<file path="src/rtl/action_arbiter.sv">
// Round-robin share of one action/reward agent between CLIENTS environment clients.
// Latency: grant registered 1 cycle after request in IDLE; action/reward paths are zero-latency pass-through.
// Backpressure: agent/client ready signals pass straight through to the granted client; REWARD waits for the client
// unless ACTION_ARBITER_TIMEOUT_EN is defined, in which case a PENALTY reward is injected after TIMEOUT cycles.
module action_arbiter #(
  parameter int unsigned CLIENTS = 4,
  parameter int unsigned TIMEOUT = 255,
  parameter logic [7:0]  PENALTY = 8'h80
) (
  input  logic                   clock,
  input  logic                   reset_n,
  input  logic [CLIENTS-1:0]     client_req,
  output logic [CLIENTS-1:0]     client_grant,
  input  logic                   agent_action_valid,
  input  logic [7:0]             agent_action_data,
  output logic                   agent_action_ready,
  output logic                   agent_action_gready,
  output logic                   agent_reward_valid,
  output logic [7:0]             agent_reward_data,
  input  logic                   agent_reward_ready,
  output logic [CLIENTS-1:0]     client_action_valid,
  output logic [7:0]             client_action_data,
  input  logic [CLIENTS-1:0]     client_action_ready,
  input  logic [CLIENTS-1:0]     client_action_gready,
  input  logic [CLIENTS-1:0]     client_reward_valid,
  input  logic [8*CLIENTS-1:0]   client_reward_data,
  output logic [CLIENTS-1:0]     client_reward_ready
);

  localparam int IDX_W = $clog2(CLIENTS);

  typedef enum logic [1:0] {
    ST_IDLE   = 2'd0,
    ST_ACTION = 2'd1,
    ST_REWARD = 2'd2
  } state_e;

  // Transaction state; last_q doubles as the index of the current grant
  state_e             state_q, state_d;
  logic [CLIENTS-1:0] grant_q, grant_d;
  logic [IDX_W-1:0]   last_q, last_d;

  // Arbitration result
  logic               win_vld;
  logic [IDX_W-1:0]   win_idx;
  logic [CLIENTS-1:0] win_oh;

  // Granted-client views of the per-client inputs
  logic               g_act_rdy;
  logic               g_gready;
  logic               g_rew_vld;
  logic [7:0]         g_rew_dat;

  logic               in_action;
  logic               in_reward;
  logic               act_hs;
  logic               rew_hs;
  logic               pen_act;

  assign in_action = (state_q == ST_ACTION);
  assign in_reward = (state_q == ST_REWARD);

  // Round-robin search: first requester after the previous winner, wrapping around
  always_comb begin : arb_search
    int idx;
    idx     = 0;
    win_vld = 1'b0;
    win_idx = last_q;
    for (int k = 1; k <= int'(CLIENTS); k++) begin
      idx = (int'(last_q) + k) % int'(CLIENTS);
      if (!win_vld && client_req[IDX_W'(idx)]) begin
        win_vld = 1'b1;
        win_idx = IDX_W'(idx);
      end
    end
  end

  // One-hot form of the winner for the grant register
  always_comb begin
    win_oh = '0;
    for (int i = 0; i < int'(CLIENTS); i++) begin
      win_oh[i] = (win_idx == IDX_W'(i));
    end
  end

  // Select the granted client's reward byte; grant is one-hot so at most one term hits
  always_comb begin
    g_rew_dat = 8'h00;
    for (int i = 0; i < int'(CLIENTS); i++) begin
      if (grant_q[i]) begin
        g_rew_dat = client_reward_data[8*i +: 8];
      end
    end
  end

  assign g_act_rdy = |(grant_q & client_action_ready);
  assign g_gready  = |(grant_q & client_action_gready);
  assign g_rew_vld = |(grant_q & client_reward_valid);

  assign act_hs = in_action & agent_action_valid & g_act_rdy;
  assign rew_hs = agent_reward_valid & agent_reward_ready;

`ifdef ACTION_ARBITER_TIMEOUT_EN
  localparam logic [15:0] TMO = 16'(TIMEOUT);

  // Saturating REWARD-cycle counter and sticky penalty flag
  logic [15:0] cnt_q, cnt_d;
  logic        pen_q, pen_d;
  logic        timed_out;

  // Counter reaching TIMEOUT injects the penalty, unless the client reward is already valid that cycle;
  // once injected the penalty stays until the agent takes it.
  assign timed_out = (cnt_q >= TMO);
  assign pen_act   = in_reward & (pen_q | (timed_out & ~g_rew_vld));

  // Counter clears while in ACTION so it starts from zero on REWARD entry
  always_comb begin
    cnt_d = cnt_q;
    pen_d = pen_q;
    if (in_action) begin
      cnt_d = 16'd0;
      pen_d = 1'b0;
    end else if (in_reward) begin
      if (!rew_hs && (cnt_q != 16'hFFFF)) begin
        cnt_d = cnt_q + 16'd1;
      end
      pen_d = pen_act & ~rew_hs;
    end
  end

  // Timeout state registers
  always_ff @(posedge clock or negedge reset_n) begin
    if (!reset_n) begin
      cnt_q <= 16'd0;
      pen_q <= 1'b0;
    end else begin
      cnt_q <= cnt_d;
      pen_q <= pen_d;
    end
  end
`else
  // Without the timeout feature REWARD waits for the client indefinitely
  assign pen_act = 1'b0;
`endif

  // Next-state: arbitrate in IDLE, advance on the action and reward handshakes
  always_comb begin
    state_d = state_q;
    grant_d = grant_q;
    last_d  = last_q;
    unique case (state_q)
      ST_IDLE: begin
        if (win_vld) begin
          state_d = ST_ACTION;
          grant_d = win_oh;
          last_d  = win_idx;
        end
      end
      ST_ACTION: begin
        if (act_hs) begin
          state_d = ST_REWARD;
        end
      end
      ST_REWARD: begin
        if (rew_hs) begin
          state_d = ST_IDLE;
          grant_d = '0;
        end
      end
      default: begin
        state_d = ST_IDLE;
        grant_d = '0;
      end
    endcase
  end

  // FSM registers; last starts at CLIENTS-1 so client 0 wins the first arbitration
  always_ff @(posedge clock or negedge reset_n) begin
    if (!reset_n) begin
      state_q <= ST_IDLE;
      grant_q <= '0;
      last_q  <= IDX_W'(CLIENTS - 1);
    end else begin
      state_q <= state_d;
      grant_q <= grant_d;
      last_q  <= last_d;
    end
  end

  // Pass-through steering; everything is gated by state so outputs drop with an async reset
  always_comb begin
    client_grant        = grant_q;
    agent_action_gready = g_gready;
    agent_action_ready  = 1'b0;
    agent_reward_valid  = 1'b0;
    agent_reward_data   = 8'h00;
    client_action_valid = '0;
    client_action_data  = 8'h00;
    client_reward_ready = '0;
    if (in_action) begin
      client_action_data  = agent_action_data;
      agent_action_ready  = g_act_rdy;
      client_action_valid = agent_action_valid ? grant_q : '0;
    end else if (in_reward) begin
      client_action_data = agent_action_data;
      if (pen_act) begin
        agent_reward_valid = 1'b1;
        agent_reward_data  = PENALTY;
      end else begin
        agent_reward_valid  = g_rew_vld;
        agent_reward_data   = g_rew_dat;
        client_reward_ready = agent_reward_ready ? grant_q : '0;
      end
    end
  end

endmodule

</file>
<file path="config.mk">
export PLATFORM = sky130hd
export DESIGN_NAME = action_arbiter
export DESIGN_NICKNAME = d
export VERILOG_FILES = /design/src/rtl/action_arbiter.sv
export SDC_FILE = /design/constraint.sdc
export NUM_CORES = 1
export LEC_CHECK = 0
export CAP_MARGIN = 20
export CORE_AREA = 2 2 45 78
export CTS_CLUSTER_DIAMETER = 50
export DETAILED_ROUTE_END_ITERATION = 7
export DIE_AREA = 0 0 47 80
export PLACE_DENSITY_LB_ADDON = 0.12
export RECOVER_POWER = 100
export SYNTH_ARGS = -nofsm -noshare
export SYNTH_HDL_FRONTEND = slang
export SYNTH_SLANG_ARGS = --single-unit
</file>
<file path="constraint.sdc">
create_clock -name clock -period 1.9 [get_ports clock]
set_input_delay 0.38 -clock clock [delete_from_list [all_inputs] [get_ports clock]]
set_output_delay 0.38 -clock clock [all_outputs]
set_load 0.005 [all_outputs]
</file>
==> run_results.csv <==
group,metric,value,unit
status,outcome,"completed",
yosys,synth_commonest_cells,"nor2b_1 (9), a221oi_1 (8), and2_1 (8), and3_1 (8), nand3_1 (8)",
route,wl_per_cell,15.2,um
place,dpl_worst_slack,-0.303,ns
die,core_region_area,3110,um2
place,io_buffers,90,
yosys,ys_seq_area_share,23.1,%
yosys,yosys.area_share.simple,35.7,%
pwr,power_frac_seq,16.2,%
pwr,pwr-share-clk,10.6,%
yosys,synthMuxAreaShare,0,%
cts,hold_buffers,0,
timing,min_period_over_period,96.9,%
route,routed_via_density,5.06,
cts,numCtsBuffers,3,
cts,clockBufferDepth,2,
yosys,synth_area_leader_cell,"dfrtp_1",
setup_path,r2r-start,"client_grant[1]",
setup_path,ff2ff_path_depth,6,
cts,clock_sinks,8,
setup_path,required,1.52,ns
global_route,grt-ovfl-total,0,
die,fp.dieH,80,um
yosys,synth-edff-count,0,
yosys,ys_seq_elements,8,
timing,max_slew.worst_pin.slew,0.443,ns
route,dr.first_iter.drc_count,21,
pwr,comb_power_share,73.1,%
die,ioPinCount,91,
place,routabilityCongestion,0.792,
cts,htreeDepth,1,
setup_path,critPathMaxFanout,2,
final_layout,post-route-util,66.3,%
pwr,power.internal,1.21,mW
setup_path,endpoint,"agent_reward_valid",
final_layout,drive_gt1_share,21.8,%
global_route,grt_max_degree,22,
yosys,synth-compound-area-share,37.4,%
pwr,switching_share,39.0,%
timing,setup_slack,0.0586,ns
yosys,yosysMostFrequentCell,"nor2b_1",
timing,max_freq,543,MHz
flow_run,drv_cap,0,
setup_path,worstSetupEndpointType,"primary output",
cts,root_buffer,"clkbuf_8",
setup_path,reg2reg_to,"client_grant[2]",
yosys,synth_top_family_by_area,"compound AO/OA/AOI/OAI gates",
die,dieArea,3760,um2
setup_path,cp.arrival,1.46,ns
pwr,ir_worst_vdd,0.856,mV
place,hpwl,3090,um
pwr,power,1.99,mW
die,initial_core_util,28.2,%
timing,hold_viol,0,
timing,fin_worst_skew,0.00467,ns
die,chipWidth,47,um
yosys,netlist_top_cells_area,"dfrtp_1 (17%), a221oi_1 (8.0%), nor2b_1 (6.4%), dfstp_2 (6.0%), o31ai_1 (6.0%)",
route,wl,4000,um
pwr,powerDensity,964,nW/um2
yosys,synthCells,112,
route,drc_errors,0,
yosys,syn_area,876,um2
timing,setup_viol,0,
cts,clk_latency,0.23,ns
final_layout,fin_nets,281,
yosys,postSynth.asyncResetShare,100,%
yosys,synth-main-ff-cell,"dfrtp_1",
pwr,leakagePower,1.01,nW
route,vias,1332,
setup_path,startpoint,"client_reward_valid[0]",
cts,clkTransAtPathRegs,0.04,ns
timing,slew_headroom,70.2,%
route,ant_nets,0,
yosys,synthAdderAreaFrac,0,%
final_layout,n_antenna_cell,0,
global_route,grt_pass1_vias,1303,
timing,finalMaxSlewViolations,0,
setup_path,startpoint_type,"input port",
worst_hold_path,min_path_type,"input port to async pin",
timing,min_period,1.84,ns
final_layout,n_fill_cell,293,
yosys,syn_nets,172,
setup_path,r2r_setup_slack,0.35,ns
die,placementRows,27,
pwr,p_sw,0.775,mW
global_route,grt.total_usage,21.1,%
setup_path,worstSetupPathType,"input port to primary output",
global_route,antenna_found_initial,0,
final_layout,syn_to_final_growth,135,%
yosys,yosysTopAreaCellShare,17.1,%
yosys,synthDistinctLibCells,35,
timing,rsz0062_at_grt,"false",
global_route,grt_pass1_wl,5980,um
route,firstDrtPassIters,4,
yosys,synth_xor_area_share,0,%
yosys,yosys_warnings,0,
yosys,avgSynthCellArea,7.82,um2
cts,cts_tree,"built",
==> per-layer routing <==
metal | part of all wire [%] | track usage [%] | up-vias | wire [um]
met4 | 1.7 | 5.28 | 0 | 66
met5 | 0 | 0 | - | 0
met3 | 7.3 | 4.75 | 8 | 290
li1 | - | - | 652 | -
met1 | 33 | 21.8 | 614 | 1330
met2 | 58 | 39.9 | 58 | 2310
==> placed cells by master, fill, tap and decap left out, types with 2 or more instances in the layout <==
cell type        instances
clkdlybuf4s50_1         59
buf_4                   15
dlygate4sd2_1           14
nor2b_1                  9
and3_1                   8
nand3_1                  8
and2_1                   7
dlymetal6s2s_1           7
clkbuf_2                 7
a221oi_2                 6
dfrtp_1                  6
nand2_1                  5
a21oi_1                  4
o31ai_2                  4
a22o_1                   4
a22oi_1                  4
clkbuf_1                 4
nand2b_4                 3
o31ai_1                  3
nor2_1                   3
clkbuf_8                 3
buf_6                    3
o21ai_1                  2
a221oi_1                 2
nand2b_1                 2
o21a_1                   2
a21o_1                   2
o21ai_0                  2
a32o_1                   2
dlygate4sd3_1            2
dfstp_2                  2
==> critical path, stage by stage <==
cell	delay, ns
clkdlybuf4s50_1	0.41
a22o_1	0.25
nor2_1	0.11
nor2_1	0.04
dlygate4sd2_1	0.26
==> what timing repair did <==
action                     4_1_cts  5_1_grt
setup buffers                    3        0
gates resized for setup         46       26
cloned                           0        0
pin swaps                        1        3
setup endpoints to repair       26       15
==> cell families (layout without fill, tap and decap cells) <==
kind of cell,after synthesis,in the layout
DFF,8,8
AOI/OAI and AO/OA,43,43
buffers and inverters,8,116
and+or+nand+nor,53,53
==> layout make-up <==
type                    instances  area (um2)  share of cell area, %
repair buffers                111        1030                   50.1
flip-flops and latches          8         203                   9.83
multi-input cells              96         723                   35.1
inverters                       1        3.75                  0.182
clock buffers                   4        45.0                   2.18
well taps                      43        53.8                   2.61
==> sequential cells by signal, summed over array words and instances, names as in the netlist <==
register / flops
client_grant: 4
last_q: 2
state_q: 2
==> worst min path at each step <==
stage / slack (ns) / startpoint / to / cells after the start
after global routing: 0.52 / reset_n / state_q[0] / 1
after floorplan: 0.08 / reset_n / client_grant[0] / 0
after CTS: 0.43 / reset_n / client_grant[3] / 1
after global placement: 0.50 / last_q[0] / last_q[0] / 2
final: 0.49 / reset_n / state_q[1] / 1
after detailed placement: 0.51 / last_q[0] / last_q[0] / 2
==> through the flow <==
stage / hold slack, ns / instances / setup TNS, ns / cell area [um2]
4_1_cts: 0.429 / 263 / -0.448 / 2070
2_1_floorplan: 0.0844 / 112 / 0 / 876
3_3_place_gp: 0.499 / 256 / -1.72 / 1950
5_1_grt: 0.518 / 263 / 0 / 2060
3_5_place_dp: 0.511 / 256 / -1.89 / 1950
6_report: 0.490 / 263 / 0 / 2060
==> power by group through the flow <==
stage	registers (mW)	logic [mW]	clock network, mW
finish	0.323	1.45	0.211
global placement	0.315	1.36	0
detailed placement	0.320	1.37	0
floorplan	0.340	0.619	0
CTS	0.320	1.45	0.216
global route	0.336	1.58	0.225
(Power assumes the default switching activity.)
